--- src/rtl/rv32i_types.sv ---
// rv32i_types: shared RV32I fetch-side types and constants.
//   rv32i_word    - 32-bit machine word
//   fetch_state_t - fetch FSM states (REQ, HOLD, DRAIN)
//   NOP_INSTR     - canonical NOP (addi x0, x0, 0)
//   word_align    - clears the two low bits of an address
package rv32i_types;

    typedef logic [31:0] rv32i_word;

    typedef enum logic [1:0] {
        REQ   = 2'd0,
        HOLD  = 2'd1,
        DRAIN = 2'd2
    } fetch_state_t;

    localparam rv32i_word NOP_INSTR = 32'h0000_0013;

    function automatic rv32i_word word_align(input rv32i_word addr);
        return {addr[31:2], 2'b00};
    endfunction

endpackage

--- src/rtl/pc_register.sv ---
// pc_register: loadable register with synchronous active-high reset.
//   clk   - clock
//   reset - synchronous reset, loads RESET_VAL
//   load  - capture d on the rising edge
//   d     - next value
//   q     - current value
module pc_register #(
    parameter int unsigned      WIDTH     = 32,
    parameter logic [WIDTH-1:0] RESET_VAL = '0
) (
    input  logic             clk,
    input  logic             reset,
    input  logic             load,
    input  logic [WIDTH-1:0] d,
    output logic [WIDTH-1:0] q
);

    logic [WIDTH-1:0] value_q;

    always_ff @(posedge clk) begin
        if (reset) begin
            value_q <= RESET_VAL;
        end else if (load) begin
            value_q <= d;
        end
    end

    assign q = value_q;

endmodule

--- src/rtl/fetch_stage.sv ---
// fetch_stage: instruction fetch with single outstanding read, stall buffer
// and redirect handling.
//   clk, reset                  - clock, synchronous active-high reset
//   stall                       - IF/ID cannot accept this cycle
//   redirect_valid, redirect_pc - taken branch/jump target from downstream
//   imem_read, imem_address     - instruction-memory request
//   imem_rdata, imem_resp       - instruction-memory response
//   if_pc, if_instr, if_valid   - payload for the IF/ID register
//   ifid_load, ifid_flush       - IF/ID load and clear strobes
module fetch_stage
    import rv32i_types::*;
#(
    parameter logic [31:0] RESET_PC = 32'h0000_0060
) (
    input  logic        clk,
    input  logic        reset,
    input  logic        stall,
    input  logic        redirect_valid,
    input  logic [31:0] redirect_pc,
    output logic        imem_read,
    output logic [31:0] imem_address,
    input  logic [31:0] imem_rdata,
    input  logic        imem_resp,
    output logic [31:0] if_pc,
    output logic [31:0] if_instr,
    output logic        if_valid,
    output logic        ifid_load,
    output logic        ifid_flush
);

    fetch_state_t state_q, state_d;
    rv32i_word    pc_q, pc_d;
    logic         pc_load;
    rv32i_word    req_addr_q, req_addr_d;
    rv32i_word    buf_instr_q, buf_instr_d;
    rv32i_word    buf_pc_q, buf_pc_d;
    rv32i_word    target;

    assign target = word_align(redirect_pc);

    pc_register #(
        .WIDTH     (32),
        .RESET_VAL (RESET_PC)
    ) u_pc (
        .clk   (clk),
        .reset (reset),
        .load  (pc_load),
        .d     (pc_d),
        .q     (pc_q)
    );

    always_ff @(posedge clk) begin
        if (reset) begin
            state_q     <= REQ;
            req_addr_q  <= RESET_PC;
            buf_instr_q <= NOP_INSTR;
            buf_pc_q    <= RESET_PC;
        end else begin
            state_q     <= state_d;
            req_addr_q  <= req_addr_d;
            buf_instr_q <= buf_instr_d;
            buf_pc_q    <= buf_pc_d;
        end
    end

    always_comb begin
        state_d      = state_q;
        pc_d         = pc_q;
        pc_load      = 1'b0;
        req_addr_d   = req_addr_q;
        buf_instr_d  = buf_instr_q;
        buf_pc_d     = buf_pc_q;
        ifid_load    = 1'b0;
        ifid_flush   = 1'b0;
        if_valid     = 1'b0;
        if_pc        = req_addr_q;
        if_instr     = buf_instr_q;
        imem_read    = (state_q != HOLD);
        imem_address = req_addr_q;

        unique case (state_q)
            REQ: begin
                if (redirect_valid) begin
                    ifid_flush = 1'b1;
                    pc_d       = target;
                    pc_load    = 1'b1;
                    if (imem_resp) begin
                        req_addr_d = target;
                    end else begin
                        // Read at req_addr stays on the bus until it completes.
                        state_d = DRAIN;
                    end
                end else if (imem_resp) begin
                    if (!stall) begin
                        ifid_load  = 1'b1;
                        if_valid   = 1'b1;
                        if_instr   = imem_rdata;
                        if_pc      = req_addr_q;
                        req_addr_d = req_addr_q + 32'd4;
                        pc_d       = req_addr_q + 32'd4;
                        pc_load    = 1'b1;
                    end else begin
                        buf_instr_d = imem_rdata;
                        buf_pc_d    = req_addr_q;
                        state_d     = HOLD;
                    end
                end
            end
            HOLD: begin
                if (redirect_valid) begin
                    ifid_flush = 1'b1;
                    req_addr_d = target;
                    pc_d       = target;
                    pc_load    = 1'b1;
                    state_d    = REQ;
                end else if (!stall) begin
                    ifid_load  = 1'b1;
                    if_valid   = 1'b1;
                    if_instr   = buf_instr_q;
                    if_pc      = buf_pc_q;
                    req_addr_d = buf_pc_q + 32'd4;
                    pc_d       = buf_pc_q + 32'd4;
                    pc_load    = 1'b1;
                    state_d    = REQ;
                end
            end
            DRAIN: begin
                if (redirect_valid) begin
                    ifid_flush = 1'b1;
                    pc_d       = target;
                    pc_load    = 1'b1;
                    // A stale read finishing in the same cycle must not leave
                    // us waiting for a response that will never arrive.
                    if (imem_resp) begin
                        req_addr_d = target;
                        state_d    = REQ;
                    end
                end else if (imem_resp) begin
                    req_addr_d = pc_q;
                    state_d    = REQ;
                end
            end
            default: begin
                state_d = REQ;
            end
        endcase

        if (reset) begin
            ifid_load  = 1'b0;
            if_valid   = 1'b0;
            ifid_flush = 1'b1;
            imem_read  = 1'b0;
        end
    end

endmodule

--- config.mk ---
export PLATFORM = sky130hd
export DESIGN_NAME = fetch_stage
export DESIGN_NICKNAME = d
export VERILOG_FILES = /design/src/rtl/rv32i_types.sv /design/src/rtl/pc_register.sv /design/src/rtl/fetch_stage.sv
export SDC_FILE = /design/constraint.sdc
export NUM_CORES = 1
export LEC_CHECK = 0
export BUFFER_PORTS_ARGS = -buffer_cell sky130_fd_sc_hd__buf_2
export CAP_MARGIN = 20
export CORE_MARGIN = 2
export CORE_UTILIZATION = 35
export CTS_CLUSTER_DIAMETER = 150
export DETAILED_ROUTE_END_ITERATION = 16
export PLACE_DENSITY = 0.6
export SYNTH_ARGS = -nofsm -noshare
export SYNTH_HDL_FRONTEND = slang
export SYNTH_SLANG_ARGS = --single-unit
export TNS_END_PERCENT = 100
--- constraint.sdc ---
create_clock -name clk -period 6.3 [get_ports clk]
set_input_delay 0.315 -clock clk [delete_from_list [all_inputs] [get_ports clk]]
set_output_delay 0.315 -clock clk [all_outputs]
set_load 0.01 [all_outputs]
Word-level counts from Yosys, hierarchy flattened
Index checks and enable logic that the tools add are counted.

Bits in registers: 130. Input port bits: 69. Logic and storage cells: 67.

$add $sub $neg: 2. Equality and inequality tests: 11. Muxes and demuxes: 40. Bitwise operators: 1. Reduce and logical (&&, ||, !) cells: 8.

Operators by type and width (number): 32-bit two-way mux (17); 32-bit one-hot mux with 3 select lines (2); 32-bit by 3-bit adder with 32-bit output, second input constant (2); 3-bit inequality test, second input constant (6); 2-bit two-way mux (7); 1-bit two-way mux (11); 5-bit AND reduction (2); 2-bit one-hot mux with 3 select lines (1); 6-bit AND reduction (1); 2-bit inequality test, second input constant (2); 4-bit AND reduction (1); 1-bit one-hot mux with 3 select lines (1); 3-bit AND reduction (1); 3-bit nonzero test (1); 3-bit OR reduction (1); 2-bit by 1-bit equality test with 1-bit output, second input constant (1); 2-bit equality test, second input constant (1); 2-bit logical NOT (1); 2-bit by 1-bit inequality test with 1-bit output, second input constant (1); 1-bit one-hot mux with 2 select lines (1); 1-bit NOT (1).

Depth between registers and ports, before layout
Depth in word-level cells: 5. Mapped depth: 11. Mapped depth without buffers: 8.

By module
A second synthesis with hierarchy kept.

Cells, all modules: 1519. Area total of the unflattened synthesis: 10496.3 sq um.

By module, submodules not included: fetch_stage (times used 1, cells an instance 1416, area an instance 9328.9 sq um, sequential area each 1961.9 sq um); pc_register (times used 1, cells an instance 103, area an instance 1167.4 sq um, sequential area each 640.6 sq um).

Least setup slack after synthesis
OpenSTA, ideal clock, no wires.

Path kind: input to output. From: input redirect_valid. To: output ifid_load. Arrival time: 2076 ps. Slack: 3909 ps. Stages: 6. Cells stage by stage: buf_2 > clkbuf_1 > buf_1 > buf_1 > a2111oi_0 > buf_4.

Longest elaborated chain between the ends: 3.

Ends and longest elaborated chain: from (decl) (RTL line fetch_stage.sv:18) `input logic redirect_valid,`; 1-bit two-way mux (on tied branches); 1-bit one-hot mux with 2 select lines *; 1-bit two-way mux *; to (decl) (RTL line fetch_stage.sv:27) `output logic ifid_load,`.

Mark *: on every way between the ends. The rest lies on a longest branch, timed or not.

Worst setup path after layout
From: register state_q[1]. To: output ifid_load.

Longest elaborated chain between the ends: 3.

Ends and longest elaborated chain: from (decl) (RTL line fetch_stage.sv:31) `fetch_state_t state_q, state_d;`; from (signal assigned) (RTL line fetch_stage.sv:59) `state_q <= state_d;`; 2-bit by 1-bit equality test with 1-bit output / 2-bit logical NOT (equally long branches) (RTL line fetch_stage.sv:81) `unique case (state_q)`; 1-bit one-hot mux with 2 select lines * (RTL line fetch_stage.sv:81); 1-bit two-way mux * (RTL line fetch_stage.sv:148) `if (reset) begin`.

Marked as above.

==> results.json <==
{
  "clock_latency_ps": 440,
  "drive_gt1_frac": 0.240,
  "post-route-min-period_ps": 3650,
  "reg2regPathDepth": 9,
  "pin_count": 169,
  "nets": 1402,
  "cts_htree_levels": 4,
  "die_x_um": 167,
  "initial_utilization": 0.357,
  "grt_usage": 0.249,
  "dieArea_um2": 27900,
  "crit_top_cell": "inv_1",
  "synth.distinct_cells": 87,
  "cp-start-kind": "flop",
  "r2r_slack_ps": 2900,
  "firstDrtPassIters": 8,
  "grt_pass1_vias": 9222,
  "setup_slack_ps": 2650,
  "cts_hold_buf": 0,
  "finalSetupViolCount": 0,
  "slew_violations": 0,
  "status": "finished clean",
  "grt_overflow_total": 0,
  "ys_warn_count": 0,
  "cp_num_buf_inv": 4,
  "slowest_stage": "a2111oi_0",
  "route.detailed.drc": 0,
  "worst_pin_slew_ps": 1110,
  "holdCritStartpoint": "imem_rdata[4]",
  "syn-instance-count": 1231,
  "cpPeakStageDelay_ps": 860,
  "cts_sinks": 130,
  "synth_top_flop_cell": "dfxtp_1",
  "switching_share": 0.389,
  "maxCapViolCount": 0,
  "min_to": "buf_instr_q[4]",
  "crit_chain": "inv_1 -> ha_1 -> buf_4 -> inv_1 -> a2111oi_0 -> buf_2",
  "rsz0062_at_grt": "no",
  "grt_antenna_before_repair": 1,
  "comb_power_share": 0.307,
  "post_cts_buffers": 0,
  "die_h_um": 167,
  "clock_skew_ps": 11.0,
  "seq_power_share": 0.349,
  "row_count": 59,
  "synth_largest_area_cell": "dfxtp_1",
  "n_antenna_cell": 0,
  "syn-num-nets": 1306,
  "critPathMaxFanout": 16,
  "wirelength_um": 35900,
  "utilization": 0.414,
  "synth_area_leaders": "dfxtp_1, nand2_1, mux2_2",
  "areaGrowthSynthToFinish_pct": 15.8,
  "ys_async_sr_fraction": 0,
  "grt_max_degree": 73,
  "hold_viol": 0,
  "synth_top_area_share": 0.279,
  "hold_depth": 3,
  "synth_edf_count": 0,
  "max_freq_mhz": 274,
  "required_ps": 5980,
  "hold_slack_ps": 97.9,
  "syn_area_per_cell_um2": 7.57,
  "wire_per_inst_um": 21.4,
  "arrival_ps": 3330,
  "power.switching_mw": 1.19,
  "cp_top_family": "buffers and inverters",
  "p_leak_nw": 4.18,
  "netlist_area_um2": 9310,
  "cts_buffer_depth": 2,
  "drt-initial-drc-count": 994,
  "cts_tree": "built",
  "end_kind": "primary output",
  "io_buffers": 166,
  "path_class": "flop to primary output",
  "power.internal_mw": 1.87,
  "antenna_left": 0,
  "clkTransAtPathRegs_ps": 70,
  "grt_pass1_wl_um": 54600,
  "cts_resized": 0,
  "viasPerCell": 5.98,
  "ys_seq_area_frac": 0.279,
  "place_hpwl_um": 23800,
  "slew_headroom": 0.259,
  "cts-buffers-inserted": 17,
  "synth-seq-cells": 130,
  "ir_drop_uv": 205,
  "power.density_nw_per_um2": 284,
  "hp-class": "primary input to flop",
  "timing.rr.start": "state_q[1]",
  "tns_ps": 0,
  "period_share": 0.579,
  "coreArea_um2": 26100,
  "preCtsSetupSlack_ps": 2850,
  "vias": 10000,
  "r2r_end": "u_pc.q[7]",
  "clkPwrFrac": 0.344,
  "routabilityCongestion": 0.916,
  "nFillCells": 2676,
  "clock-root-buffer": "clkbuf_16"
}
synthesized netlist by cell type (all sizes together) (9+ instances only):
master  number
a211oi      16
a21oi      123
a221o        9
a221oi      12
a31oi       13
and3        10
and4         9
buf         37
clkbuf      73
dfxtp      130
inv         20
mux2        60
mux2i       24
nand2      236
nand3       38
nand4       18
nor2        68
nor2b        9
nor3        29
nor4        15
o211ai      19
o21ai       80
xnor2       23
xor2        15
area by class of cell:
type / instances / area (µm²) / share of cell area
Clock buffer: 18 / 439 / 0.0407
Clock inverter: 14 / 168 / 0.0155
Inverter: 21 / 78.8 / 0.00731
Multi-Input combinational cell: 969 / 6060 / 0.562
Sequential cell: 130 / 2600 / 0.241
Tap cell: 335 / 419 / 0.0389
Timing Repair Buffer: 188 / 1020 / 0.0942
power by group through the flow:
stage	Sequential, mW	Combinational, mW	Clock, mW
after floorplan	1.02	0.632	0
after global placement	1.07	0.912	0
after detailed placement	1.08	0.918	0
after CTS	1.06	0.924	1.07
after global routing	1.08	1.02	1.10
final	1.07	0.941	1.05
per-stage QoR:
stage / instances / power [mW] / instance area (µm²)
after floorplan: 1231 / 1.65 / 9310
after global placement: 1642 / 1.99 / 10200
after detailed placement: 1642 / 2.00 / 10200
after CTS: 1674 / 3.05 / 10800
after global routing: 1675 / 3.19 / 10800
final: 1675 / 3.06 / 10800
sequential cells by signal, indices dropped and copies added, names as in the netlist:
name	count
u_pc.q	32
state_q	2
imem_address	32
buf_pc_q	32
buf_instr_q	32
placed cells by master (no fill, tap or decap), drive strengths merged, types with 5 or more instances in the layout:
| master | netlist | routed |
|---|---|---|
| and3 | 10 | 10 |
| mux2i | 24 | 24 |
| dfxtp | 130 | 130 |
| xnor2 | 23 | 23 |
| nand2b | 8 | 8 |
| a21oi | 123 | 123 |
| o211ai | 19 | 19 |
| and2 | 6 | 6 |
| xor2 | 15 | 15 |
| a22o | 8 | 8 |
| a221oi | 12 | 12 |
| a31oi | 13 | 13 |
| nand4 | 18 | 18 |
| o21ai | 80 | 80 |
| ha | 6 | 6 |
| o221ai | 8 | 8 |
| inv | 20 | 27 |
| nor2 | 68 | 68 |
| buf | 37 | 188 |
| or3 | 6 | 6 |
| mux2 | 60 | 60 |
| a32o | 8 | 8 |
| and4 | 9 | 9 |
| a221o | 9 | 9 |
| nand2 | 236 | 236 |
| a2111oi | 6 | 6 |
| a22oi | 6 | 6 |
| clkbuf | 73 | 18 |
| a21o | 5 | 5 |
| o31ai | 6 | 6 |
| nand3 | 38 | 38 |
| nor3 | 29 | 29 |
| nor2b | 9 | 9 |
| nor4 | 15 | 15 |
| a211oi | 16 | 16 |
cells by family (layout without fill, tap and decap cells):
group / after synthesis / count (layout) / share of synthesized area
xor gates and xnor gates: 38 / 38 / 0.0357
adders and majority gates: 6 / 6 / 0.00806
DFF: 130 / 130 / 0.279
and+or+nand+nor: 465 / 465 / 0.238
buffers and inverters: 132 / 241 / 0.0730
AOI/OAI and AO/OA: 376 / 376 / 0.267
muxes: 84 / 84 / 0.0983
worst max-delay path by stage:
| stage | start | endpoint | slack (ps) | depth (start not counted) |
|---|---|---|---|---|
| after floorplan | redirect_valid | ifid_load | 3910 | 6 |
| after global routing | state_q[1] | ifid_load | 2420 | 6 |
| after global placement | state_q[1] | if_pc[29] | 2820 | 6 |
| final | state_q[1] | ifid_load | 2650 | 6 |
| after detailed placement | state_q[1] | if_pc[29] | 2850 | 6 |
| after CTS | state_q[1] | if_pc[29] | 2380 | 6 |
metal layers:
layer  vias to the layer above  part of all wire  track usage
li1                       4683                 -            -
met1                      4693              0.43        0.337
met2                       580              0.43        0.368
met3                        63              0.11       0.0768
met4                         2             0.026        0.100
met5                         -           0.00028            0
worst register-to-register path: stages, from the launching register on:
cell and delay, ps:
dfxtp_1 350, inv_1 90, ha_1 620, buf_4 390
inv_1 330, nor2_2 840, a2111oi_0 300, a21oi_1 230
o2111ai_1 120, nand2_1 80
Note: power is estimated with default switching activity, not from simulation.
